### config.mk
export PLATFORM = sky130hd
export DESIGN_NAME = bufram_drain
export DESIGN_NICKNAME = d
export VERILOG_FILES = /design/src/rtl/bufram_drain_pkg.sv /design/src/rtl/bufram_drain_fifo.sv /design/src/rtl/bufram_drain.sv
export SDC_FILE = /design/constraint.sdc
export NUM_CORES = 1
export LEC_CHECK = 0
export BUFFER_PORTS_ARGS = -buffer_cell sky130_fd_sc_hd__buf_4
export CORE_ASPECT_RATIO = 1.75
export CORE_MARGIN = 1
export CORE_UTILIZATION = 53
export DETAILED_ROUTE_END_ITERATION = 7
export PLACE_DENSITY_LB_ADDON = 0.2
export SLEW_MARGIN = 30
export SYNTH_ARGS = -nofsm -noshare
export SYNTH_HDL_FRONTEND = slang
export SYNTH_SLANG_ARGS = --single-unit
### constraint.sdc
create_clock -name clk -period 3.9 [get_ports clk]
set_clock_uncertainty 0.15 [all_clocks]
set_input_delay 0.78 -clock clk [delete_from_list [all_inputs] [get_ports clk]]
set_output_delay 0.78 -clock clk [all_outputs]
set_load 0.01 [all_outputs]
### src/rtl/bufram_drain_pkg.sv
`default_nettype none
// ============================================================================
// Module      : bufram_drain_pkg
// Description : Shared definitions for the buffer-RAM drain block: the
//               controller state encoding and the stream data width.
// Ports       : none (package)
// Revision    : 1.0 - initial release
// ============================================================================
package bufram_drain_pkg;

    // Width of one buffer RAM word and of the output stream data.
    localparam int DATA_WIDTH = 32;

    // Controller states: IDLE waits for start, RUN drains a burst.
    typedef enum logic [0:0] {
        IDLE = 1'b0,
        RUN  = 1'b1
    } state_t;

endpackage : bufram_drain_pkg
`default_nettype wire

### src/rtl/bufram_drain_fifo.sv
`default_nettype none
// ============================================================================
// Module      : bufram_drain_fifo
// Description : 2-entry FIFO with valid/ready on both sides. The head entry
//               drives out_data directly, so the output holds steady while
//               the consumer stalls. count exposes the occupancy so the
//               producer can do credit-based flow control.
// Ports       : clk, rst_n          - clock, async active-low reset
//               in_valid/in_ready   - write side handshake, in_data payload
//               out_valid/out_ready - read side handshake, out_data payload
//               count               - current occupancy (0..2)
// Revision    : 1.0 - initial release
// ============================================================================
module bufram_drain_fifo
    import bufram_drain_pkg::*;
#(
    parameter int WIDTH = DATA_WIDTH + 1
) (
    input  logic             clk,
    input  logic             rst_n,
    input  logic             in_valid,
    output logic             in_ready,
    input  logic [WIDTH-1:0] in_data,
    output logic             out_valid,
    input  logic             out_ready,
    output logic [WIDTH-1:0] out_data,
    output logic [1:0]       count
);

    logic [WIDTH-1:0] r_mem [2];
    logic             r_wptr;
    logic             r_rptr;
    logic [1:0]       r_count;
    logic             w_push;
    logic             w_pop;

    assign in_ready  = (r_count != 2'd2);
    assign out_valid = (r_count != 2'd0);
    assign out_data  = r_mem[r_rptr];
    assign count     = r_count;

    assign w_push = in_valid && in_ready;
    assign w_pop  = out_valid && out_ready;

    always_ff @(posedge clk or negedge rst_n) begin
        if (!rst_n) begin
            // Storage is cleared so the visible head reads as zero after reset.
            r_mem[0] <= '0;
            r_mem[1] <= '0;
            r_wptr   <= 1'b0;
            r_rptr   <= 1'b0;
            r_count  <= 2'd0;
        end else begin
            if (w_push) begin
                r_mem[r_wptr] <= in_data;
                r_wptr        <= ~r_wptr;
            end
            if (w_pop) begin
                r_rptr <= ~r_rptr;
            end
            case ({w_push, w_pop})
                2'b10:   r_count <= r_count + 2'd1;
                2'b01:   r_count <= r_count - 2'd1;
                default: r_count <= r_count;
            endcase
        end
    end

endmodule : bufram_drain_fifo
`default_nettype wire

### src/rtl/bufram_drain.sv
`default_nettype none
// ============================================================================
// Module      : bufram_drain
// Description : Drains a burst of len words from addresses 0..len-1 of an
//               external buffer RAM (port B, 1-cycle read latency) onto a
//               valid/ready stream, marking the final word with out_last.
// Ports       : clk, rst_n                - clock, async active-low reset
//               start, len                - burst request (sampled when idle)
//               busy, done                - burst status, done = end pulse
//               ram_addr, ram_we, ram_di  - RAM port B request (read only)
//               ram_do                    - RAM port B read data
//               out_data/out_valid/out_ready/out_last - output stream
// Revision    : 1.0 - initial release
// ============================================================================
module bufram_drain
    import bufram_drain_pkg::*;
#(
    parameter int ADDR_WIDTH = 3
) (
    input  logic                  clk,
    input  logic                  rst_n,
    input  logic                  start,
    input  logic [ADDR_WIDTH:0]   len,
    output logic                  busy,
    output logic                  done,
    output logic [ADDR_WIDTH-1:0] ram_addr,
    output logic [3:0]            ram_we,
    output logic [DATA_WIDTH-1:0] ram_di,
    input  logic [DATA_WIDTH-1:0] ram_do,
    output logic [DATA_WIDTH-1:0] out_data,
    output logic                  out_valid,
    input  logic                  out_ready,
    output logic                  out_last
);

    localparam logic [ADDR_WIDTH:0] c_one     = {{ADDR_WIDTH{1'b0}}, 1'b1};
    localparam logic [ADDR_WIDTH:0] c_max_len = {1'b1, {ADDR_WIDTH{1'b0}}};

    state_t                r_state;
    logic [ADDR_WIDTH:0]   r_len;
    logic [ADDR_WIDTH:0]   r_icnt;
    logic [ADDR_WIDTH-1:0] r_addr_hold;
    logic                  r_rd_valid;
    logic                  r_rd_last;
    logic                  r_done;

    logic [ADDR_WIDTH:0]   w_len_clamped;
    logic                  w_issue;
    logic                  w_pop;
    logic                  w_last_hs;
    logic [2:0]            w_occ_next;
    logic [1:0]            w_fifo_count;
    logic                  w_fifo_in_ready;

    // Port B is used read-only.
    assign ram_we = 4'b0000;
    assign ram_di = '0;

    assign busy = (r_state == RUN);
    assign done = r_done;

    always_comb begin
        w_len_clamped = len;
        if (len == '0) begin
            w_len_clamped = c_one;
        end else if (len > c_max_len) begin
            w_len_clamped = c_max_len;
        end
    end

    assign w_pop     = out_valid && out_ready;
    assign w_last_hs = w_pop && out_last;

    // Credit check: occupancy the FIFO will have once this cycle's pop and
    // the in-flight read have landed. A new read only lands a cycle later,
    // so issuing while this is below 2 can never overflow the FIFO, and it
    // still permits one read per cycle while the consumer keeps up.
    assign w_occ_next = {1'b0, w_fifo_count} + {2'b00, r_rd_valid} - {2'b00, w_pop};

    assign w_issue = (r_state == RUN) && (r_icnt < r_len) && (w_occ_next < 3'd2);

    // The issue counter stops at len (<= 2^ADDR_WIDTH), so the address taken
    // from its low bits never wraps. Between reads the last address is held.
    assign ram_addr = w_issue ? r_icnt[ADDR_WIDTH-1:0] : r_addr_hold;

    always_ff @(posedge clk or negedge rst_n) begin
        if (!rst_n) begin
            r_state     <= IDLE;
            r_len       <= c_one;
            r_icnt      <= '0;
            r_addr_hold <= '0;
            r_rd_valid  <= 1'b0;
            r_rd_last   <= 1'b0;
            r_done      <= 1'b0;
        end else begin
            r_done     <= (r_state == RUN) && w_last_hs;
            r_rd_valid <= w_issue;
            r_rd_last  <= w_issue && (r_icnt == (r_len - c_one));
            if (w_issue) begin
                r_icnt      <= r_icnt + c_one;
                r_addr_hold <= r_icnt[ADDR_WIDTH-1:0];
            end
            case (r_state)
                IDLE: begin
                    if (start) begin
                        r_state <= RUN;
                        r_len   <= w_len_clamped;
                        r_icnt  <= '0;
                    end
                end
                RUN: begin
                    if (w_last_hs) begin
                        r_state <= IDLE;
                    end
                end
                default: r_state <= IDLE;
            endcase
        end
    end

    // Read data enters the FIFO in the cycle it is valid on ram_do. The
    // credit check guarantees in_ready here; gating on it is only a guard.
    bufram_drain_fifo #(
        .WIDTH (DATA_WIDTH + 1)
    ) u_fifo (
        .clk       (clk),
        .rst_n     (rst_n),
        .in_valid  (r_rd_valid && w_fifo_in_ready),
        .in_ready  (w_fifo_in_ready),
        .in_data   ({r_rd_last, ram_do}),
        .out_valid (out_valid),
        .out_ready (out_ready),
        .out_data  ({out_last, out_data}),
        .count     (w_fifo_count)
    );

endmodule : bufram_drain
`default_nettype wire

==> results of run 1 <==
worst max-delay path by stage:
| stage | start | endpoint | slack [ns] | cells after the start |
|---|---|---|---|---|
| 2_1_floorplan | out_ready | ram_addr[0] | 0.52 | 8 |
| 3_3_place_gp | out_ready | ram_addr[0] | 0.26 | 10 |
| 3_5_place_dp | out_ready | ram_addr[0] | 0.17 | 10 |
| 4_1_cts | u_fifo.count[1] | ram_addr[0] | 0.10 | 9 |
| 5_1_grt | u_fifo.count[0] | ram_addr[0] | 0.07 | 9 |
| 6_report | out_ready | ram_addr[0] | 0.23 | 10 |
timing repair:
| action | in CTS | in global routing |
|---|---|---|
| gates resized for setup | 0 | 3 |
| hold buffers | 0 | 0 |
| buffers inserted | 0 | 0 |
| setup endpoints to repair | 0 | 3 |
layer usage:
metal  share of wire  wire (um)  vias up
li1                -          -     1154
met1            0.39       2860     1256
met2            0.55       4050       61
met3           0.041        308       13
met4           0.027        202        0
met5               0          0        -
power by group through the flow:
stage / Sequential (uW) / Combinational [uW] / Clock (uW)
2_1_floorplan: 1530 / 1590 / 0
3_3_place_gp: 1590 / 2200 / 0
3_5_place_dp: 1620 / 2240 / 0
4_1_cts: 1610 / 2250 / 861
5_1_grt: 1670 / 2420 / 896
6_report: 1600 / 2230 / 844
sequential cells by signal, summed over array words and instances, names as in the netlist:
signal         cells
r_icnt             4
u_fifo.count       2
r_rd_last          1
done               1
r_len              4
u_fifo.r_wptr      1
busy               1
r_addr_hold        3
u_fifo.r_mem      66
r_rd_valid         1
u_fifo.r_rptr      1
kinds of logic after synthesis:
logic type / count (synthesis) / share of synthesized area
AOI/OAI and AO/OA: 9 / 0.0149
xor gates and xnor gates: 8 / 0.0167
adders and majority gates: 7 / 0.0226
buffers and inverters: 55 / 0.0902
DFF: 85 / 0.506
muxes: 108 / 0.293
other: 1 / 0.000892
and+or+nand+nor: 36 / 0.0551
worst register-to-register path, cell delays in order (launching register included):
cell	delay, ns
dfrtp_1	0.42
nand2b_4	0.19
nor2_2	0.14
o21ai_0	0.14
fa_1	0.52
nand2_1	0.09
a211oi_4	0.28
nand3_2	0.16
mux2_2	0.32
area by class of cell:
cell class                 count  area share
timing repair buffer          80       0.121
clock buffer                  13      0.0500
inverter                       8     0.00600
multi-input combinational    204       0.367
clock inverter                 3     0.00900
sequential                    85       0.425
tap                           88      0.0220
cell usage in the layout, fill, tap and decap left out, drive strengths merged:
master / n
mux2: 103
dfrtp: 84
buf: 80
conb: 36
clkbuf: 13
nand2: 12
inv: 8
xnor2: 8
nor2: 8
ha: 6
mux2i: 5
o21ai: 4
nand2b: 4
nor2b: 3
nand4: 2
clkinvlp: 2
nand3: 2
o211ai: 1
a211oi: 1
or2: 1
and4: 1
nor3: 1
or4: 1
and3: 1
o2bb2ai: 1
o31ai: 1
o22ai: 1
fa: 1
bufinv: 1
dfstp: 1
metrics by stage:
step | hold WS (ns) | util
floorplan | 0.309 | -
global placement | 0.320 | 0.616
detailed placement | 0.337 | 0.617
CTS | 0.351 | 0.656
global route | 0.365 | 0.657
finish | 0.344 | 0.657
==> summary.txt, run 1 <==
Die area -> 8300 um^2
Critical Path RT -> 2.97 ns
TritonCTS Buffers -> 9
Die height -> 120 um
Max Clk Rate -> 272 MHz
Die X -> 69.3 um
Worst Path Buf+Inv -> 3
Share of cells above drive strength 1 -> 0.527
Outcome -> finished, final reports clean
Iter 0 DRT Violations -> 97
Critical setup path kind -> in -> out
Top Usage Layer GRT -> met2
Seq/Total Area, Yosys -> 0.506
Distinct cells, synth -> 37
Reg area -> 2130 um^2
H-tree depth -> 3
Mean Syn Cell Area -> 13.6 um^2
First-pass GRT wire length -> 12300 um
Max-cap check violation count -> 0
Worst slew pin tran -> 0.765 ns
Worst slew margin -> 0.490
P_leak -> 0.00234 uW
Logic pwr share -> 0.477
RR Startpoint -> u_fifo.count[0]
Fill count -> 615
Number of clock sinks -> 85
Synth warnings -> 0
VDD IR-drop max -> 0.661 mV
Post-Synthesis Cell Area -> 4200 um^2
Starting Density -> 0.552
Met1 Usage GRT -> 0.210
Synth area leader -> dfrtp_1
TritonCTS clock tree -> done
Yosys top cell area share -> 0.500
Vias per cell -> 5.16
DP Area -> 4700 um^2
Antenna violations before repair -> 0
Congestion Overflow GR -> 0
Hold Path Stages -> 1
Top post-synthesis cells by count -> mux2_2, dfrtp_1, buf_4
Drt pass-1 iters -> 2
Async SR Flop Fraction -> 1.00
Core area -> 7620 um^2
Area Overhead vs Synth -> 19.1%
Finished Layout Cells -> 481
Routed WL -> 7430 um
Post-route cell area -> 5010 um^2
Gr usage total -> 0.191
Setup TNS Final -> 0 ns
Vias in the first global route -> 2622
Place WS -> 0.165 ns
Final Setup Violations -> 0
Root Buffer -> clkbuf_16
DP Cell Count -> 465
RSZ-0062 raised after global routing -> no
I/O pins -> 115
Final HPWL DP -> 5130 um
Diode count -> 0
Final critical-path required period -> 3.67 ns
R2R depth -> 8
Remaining antenna violation count after routing -> 0
Tot Pwr -> 4680 uW
Seq pwr share -> 0.343
Dominant synthesized flop cell -> dfrtp_1
Worst-path clk slew -> 0.06 ns
Cell family with most CP delay -> adder cells
CP peak stage delay -> 0.52 ns
Post-synth EDFFs -> 0
Fin crit share -> 0.942
Final hold vios -> 0
Site row count -> 42
Vias post-DR -> 2484
Pin count of the biggest net entering global routing -> 86
CP max stage cell -> fa_1
Sw frac -> 0.325
Multi-input logic area -> 1840 um^2
# port buffers -> 78
P_int -> 3160 uW
PwrDens -> 935 nW/um^2
Placer Congestion -> 0.791
Setup crit end kind -> output port
Synth area leaders -> dfrtp_1, mux2_2, buf_4
Worst-path maximum fanout -> 6
Grt met3 use -> 0.0411
CP Cell Sequence -> buf_4, inv_1, nor2_2, o21ai_0, fa_1, nand2_1, a211oi_4, nand3_2, mux2_2, buf_4
Worst hold start -> r_rd_last
CP most frequent cell -> buf_4
RR Endpoint -> r_addr_hold[0]
DRC errors left -> 0
R2r setup slk -> 1.39 ns
Worst Setup Slack, final -> 0.227 ns
Min-Delay Path Class -> reg -> reg
Wirelength per Cell -> 15.4 um
CTS max path bufs -> 2
Yosys reg bits -> 85
P_sw -> 1520 uW
Post-Synthesis Cells -> 309
Kind of start point of the critical path -> input port
Power share of the clock group -> 0.180
WHS Endpoint -> u_fifo.r_mem[65]
Final nets -> 435
Clock Latency Late Sink -> 0.33 ns
Critical Path AT -> 2.74 ns
Routing usage on met2 -> 0.339
Final Max Slew Viols -> 0
Top-count cell post-synth -> mux2_2
(Power assumes the default switching activity.)
==> run 2, diff against run 1 <==
Settings changed: CORE_MARGIN 1 to 2, CTS_CLUSTER_SIZE from default to 20.
Clock period 3.9 ns to 4.1 ns, I/O delays scaled along.
==> summary.txt, run 2 (synthesis gave the netlist of run 1 again) <==
Outcome -> finished, final reports clean
# port buffers -> 78
P_leak -> 0.00233 uW
Clock Latency Late Sink -> 0.33 ns
Critical Path RT -> 3.13 ns
Max-cap check violation count -> 0
Root Buffer -> clkbuf_16
Routed WL -> 7470 um
TritonCTS Buffers -> 9
Die X -> 71.3 um
RSZ-0062 raised after global routing -> no
Starting Density -> 0.539
Max reg flops -> 66
Most common cell after layout, fill and taps aside -> mux2_2
Min-Delay Path Class -> in -> async
Congestion Overflow GR -> 0
Gr usage total -> 0.184
Pin count of the biggest net entering global routing -> 77
Diode count -> 0
Placer Congestion -> 0.790
Fin crit share -> 0.946
H-tree depth -> 3
VDD IR-drop max -> 0.498 mV
Die height -> 122 um
R2r setup slk -> 1.40 ns
Share of cells above drive strength 1 -> 0.526
Final hold vios -> 0
CTS resizes -> 0
Site row count -> 43
Drt pass-1 iters -> 4
Worst hold slack -> 0.334 ns
Commonest cells after routing, fill and taps aside -> mux2_2, dfrtp_1, buf_4
Setup TNS Final -> 0 ns
RR Endpoint -> r_addr_hold[1]
Kind of start point of the critical path -> flip-flop
Vias per cell -> 5.13
Iter 0 DRT Violations -> 78
Hold_buf cts -> 0
Post-route cell area -> 4970 um^2
Final Max Slew Viols -> 0
Critical Path Start -> u_fifo.count[1]
Final HPWL DP -> 5160 um
CP Cell Sequence -> nand2b_4, nor2_1, o21ai_0, fa_1, nand2_1, a211oi_2, nand3_2, mux2_2, buf_4
Wirelength per Cell -> 15.5 um
Remaining antenna violation count after routing -> 0
PwrDens -> 874 nW/um^2
Most flop-heavy register -> u_fifo.r_mem
Postcts setup bufs -> 0
Antenna violations before repair -> 0
CP max stage cell -> dfrtp_1
Critical setup path kind -> reg -> out
RR Startpoint -> u_fifo.count[1]
CP peak stage delay -> 0.54 ns
DP Area -> 4700 um^2
Final Setup Violations -> 0
Final critical-path required period -> 3.88 ns
I/O pins -> 115
First-pass GRT wire length -> 12200 um
Worst slew margin -> 0.540
Area Overhead vs Synth -> 18.2%
CTS max path bufs -> 2
Worst slew pin tran -> 0.690 ns
Critical Path AT -> 2.91 ns
Core area -> 7800 um^2
Max Clk Rate -> 258 MHz
Setup crit end kind -> output port
Die area -> 8690 um^2
R2R depth -> 8
Fill count -> 640
Vias post-DR -> 2471
Worst-path clk slew -> 0.06 ns
Worst-path maximum fanout -> 7
Number of clock sinks -> 85
DRC errors left -> 0
Regs by FF count -> u_fifo.r_mem (66), r_icnt (4), r_len (4)
Vias in the first global route -> 2542
Final nets -> 435
TritonCTS clock tree -> done
run 2: power breakdown:
group	switching (uW)	internal, uW	total [uW]
Sequential	264	1270	1530
Clock	308	421	729
Combinational	860	1230	2080
Total	1430	2910	4340
run 2: worst max-delay path, delay by kind of cell (launching register included):
family	cells	cell delay, ns
AO/OA/AOI/OAI	2	0.44
adder cells (fa/ha/maj)	1	0.50
buffers and inverters	1	0.14
flip-flops	1	0.54
multiplexers	1	0.35
AND/OR/NAND/NOR	4	0.60
run 2: how the worst max path moves through the flow:
stage                        to  slack, ns
floorplan           ram_addr[0]       0.64
global placement    ram_addr[0]       0.29
detailed placement  ram_addr[1]       0.27
CTS                 ram_addr[1]       0.19
global route        ram_addr[1]       0.02
finish              ram_addr[1]       0.22
run 2: layer usage:
metal	global-route usage	vias up	share of wire
met3	0.0546	13	0.053
met5	0	-	0
met2	0.318	66	0.53
li1	-	1158	-
met4	0.0861	0	0.027
met1	0.206	1234	0.39
run 2: final cells by class:
type / instances / area (um^2) / share of cell area
flip-flops and latches: 85 / 2130 / 0.428
clock buffers: 11 / 243 / 0.0488
clock inverters: 4 / 25.0 / 0.00504
multi-input cells: 204 / 1830 / 0.368
repair buffers: 80 / 604 / 0.122
inverters: 8 / 30.0 / 0.00604
well taps: 90 / 113 / 0.0227
run 2: through the flow:
stage          cells  setup slack (ns)   util  power [uW]
2_1_floorplan    344             0.638      -        2970
3_3_place_gp     467             0.287  0.602        3590
3_5_place_dp     467             0.272  0.602        3660
4_1_cts          482             0.188  0.637        4410
5_1_grt          482            0.0160  0.637        4630
6_report         482             0.222  0.637        4340
==> run 3, diff against run 2 <==
Settings changed: PLACE_DENSITY from default to 0.9, PLACE_DENSITY_LB_ADDON 0.2 to default.
==> summary.txt, run 3 (synthesis gave the netlist of run 1 again) <==
Remaining antenna violation count after routing -> 0
Area Overhead vs Synth -> 19.1%
DP Area -> 4710 um^2
Worst hold slack -> 0.351 ns
TritonCTS Buffers -> 9
Final core utilization -> 0.642
Critical setup path kind -> reg -> out
P_sw -> 1490 uW
R2r setup slk -> 1.39 ns
Sw frac -> 0.333
RR Endpoint -> r_addr_hold[2]
R2R depth -> 8
Critical Path AT -> 2.91 ns
Root Buffer -> clkbuf_16
Fin crit share -> 0.947
Seq pwr share -> 0.349
Power share of the clock group -> 0.179
Diode count -> 0
Wirelength per Cell -> 15.9 um
Die area -> 8690 um^2
Vias in the first global route -> 2686
Final hold vios -> 0
Starting Density -> 0.539
Placer Congestion -> 0.813
Most flop-heavy register -> u_fifo.r_mem
Hold_buf cts -> 0
Iter 0 DRT Violations -> 80
H-tree depth -> 3
Final critical-path required period -> 3.88 ns
Pin count of the biggest net entering global routing -> 86
First-pass GRT wire length -> 12500 um
Post-route cell area -> 5010 um^2
Number of clock sinks -> 85
Hold Path Stages -> 1
Core area -> 7800 um^2
TritonCTS clock tree -> done
Share of cells above drive strength 1 -> 0.528
CP Cell Sequence -> nand2b_4, nor2_1, o21ai_0, fa_1, nand2_1, a211oi_2, nand3_2, mux2_2, buf_4
# port buffers -> 78
Critical Path RT -> 3.13 ns
PwrDens -> 892 nW/um^2
Clock Latency Late Sink -> 0.33 ns
Vias per cell -> 5.26
Postcts setup bufs -> 0
Antenna violations before repair -> 0
Most common cell after layout, fill and taps aside -> mux2_2
CP max stage cell -> dfrtp_1
P_leak -> 0.00235 uW
Routed WL -> 7680 um
VDD IR-drop max -> 0.470 mV
Outcome -> finished, final reports clean
Min-Delay Path Class -> reg -> reg
Vias post-DR -> 2536
Site row count -> 43
Worst-path maximum fanout -> 7
Logic pwr share -> 0.472
Worst Path Buf+Inv -> 1
Setup TNS Final -> 0 ns
Setup crit end kind -> output port
Die height -> 122 um
RR Startpoint -> u_fifo.count[1]
Worst hold start -> u_fifo.r_mem[22]
Congestion Overflow GR -> 0
Drt pass-1 iters -> 4
Worst slew pin tran -> 0.749 ns
Regs by FF count -> u_fifo.r_mem (66), r_icnt (4), r_len (4)
Commonest cells after routing, fill and taps aside -> mux2_2, dfrtp_1, buf_4
Max Clk Rate -> 257 MHz
Final nets -> 434
CTS resizes -> 0
WHS Endpoint -> u_fifo.r_mem[22]
Final Max Slew Viols -> 0
P_int -> 2980 uW
Kind of start point of the critical path -> flip-flop
DRC errors left -> 0
Final Setup Violations -> 0
Die X -> 71.3 um
Worst-path clk slew -> 0.06 ns
Max-cap check violation count -> 0
Cell family with most CP delay -> simple AND/OR/NAND/NOR gates
Final HPWL DP -> 5390 um
RSZ-0062 raised after global routing -> no
Worst slew margin -> 0.500
Finished Layout Cells -> 482
Gr usage total -> 0.189
CTS max path bufs -> 2
CP peak stage delay -> 0.53 ns
I/O pins -> 115
Max reg flops -> 66
DP Cell Count -> 466
[run 3: cell count changes in the layout (fill, tap and decap cells not counted), sizes merged]
| cell | delta |
|---|---|
| buf | -1 |
| bufinv | +1 |
| clkbuf | -2 |
| clkinv | +1 |
| clkinvlp | -1 |
| inv | +2 |
[run 3: per-layer routing]
| layer | part of all wire | global-route usage |
|---|---|---|
| met1 | 0.35 | 0.201 |
| met4 | 0.036 | 0.105 |
| met3 | 0.042 | 0.0414 |
| met2 | 0.57 | 0.339 |
| met5 | 0 | 0 |
[run 3: worst max-delay path by stage]
stage | endpoint | slack (ns) | startpoint | cells after the start
after floorplan | ram_addr[0] | 0.64 | out_ready | 8
after global placement | ram_addr[0] | 0.29 | out_ready | 10
after detailed placement | ram_addr[2] | 0.22 | out_ready | 10
after CTS | ram_addr[2] | 0.17 | u_fifo.count[1] | 9
after global routing | ram_addr[2] | 0.03 | u_fifo.count[1] | 9
final | ram_addr[2] | 0.22 | u_fifo.count[1] | 9
[run 3: worst register-to-register path, cell delays in order (launching register included)]
cell      delay [ns]
dfrtp_1         0.53
nand2b_4        0.13
nor2_1          0.19
o21ai_0         0.15
fa_1            0.51
nand2_1         0.06
a211oi_2        0.29
nand3_2         0.23
mux2_2          0.35
[run 3: power groups by stage]
stage / combinational (uW) / sequential, uW / clock (uW)
global route: 2290 / 1620 / 853
floorplan: 1510 / 1450 / 0
CTS: 2140 / 1560 / 822
detailed placement: 2130 / 1570 / 0
global placement: 2060 / 1530 / 0
finish: 2110 / 1560 / 799
[run 3: through the flow]
step	total power (uW)	setup slack, ns
4_1_cts	4520	0.166
3_3_place_gp	3580	0.294
3_5_place_dp	3700	0.216
6_report	4470	0.216
5_1_grt	4750	0.0330
2_1_floorplan	2970	0.638
[run 3: final cells by class]
| class | count | area [um^2] |
|---|---|---|
| Inverter | 8 | 30.0 |
| Fill cell | 592 | 2800 |
| Sequential cell | 85 | 2130 |
| Clock buffer | 9 | 225 |
| Tap cell | 90 | 113 |
| Timing Repair Buffer | 79 | 609 |
| Clock inverter | 7 | 73.8 |
| Multi-Input combinational cell | 204 | 1830 |
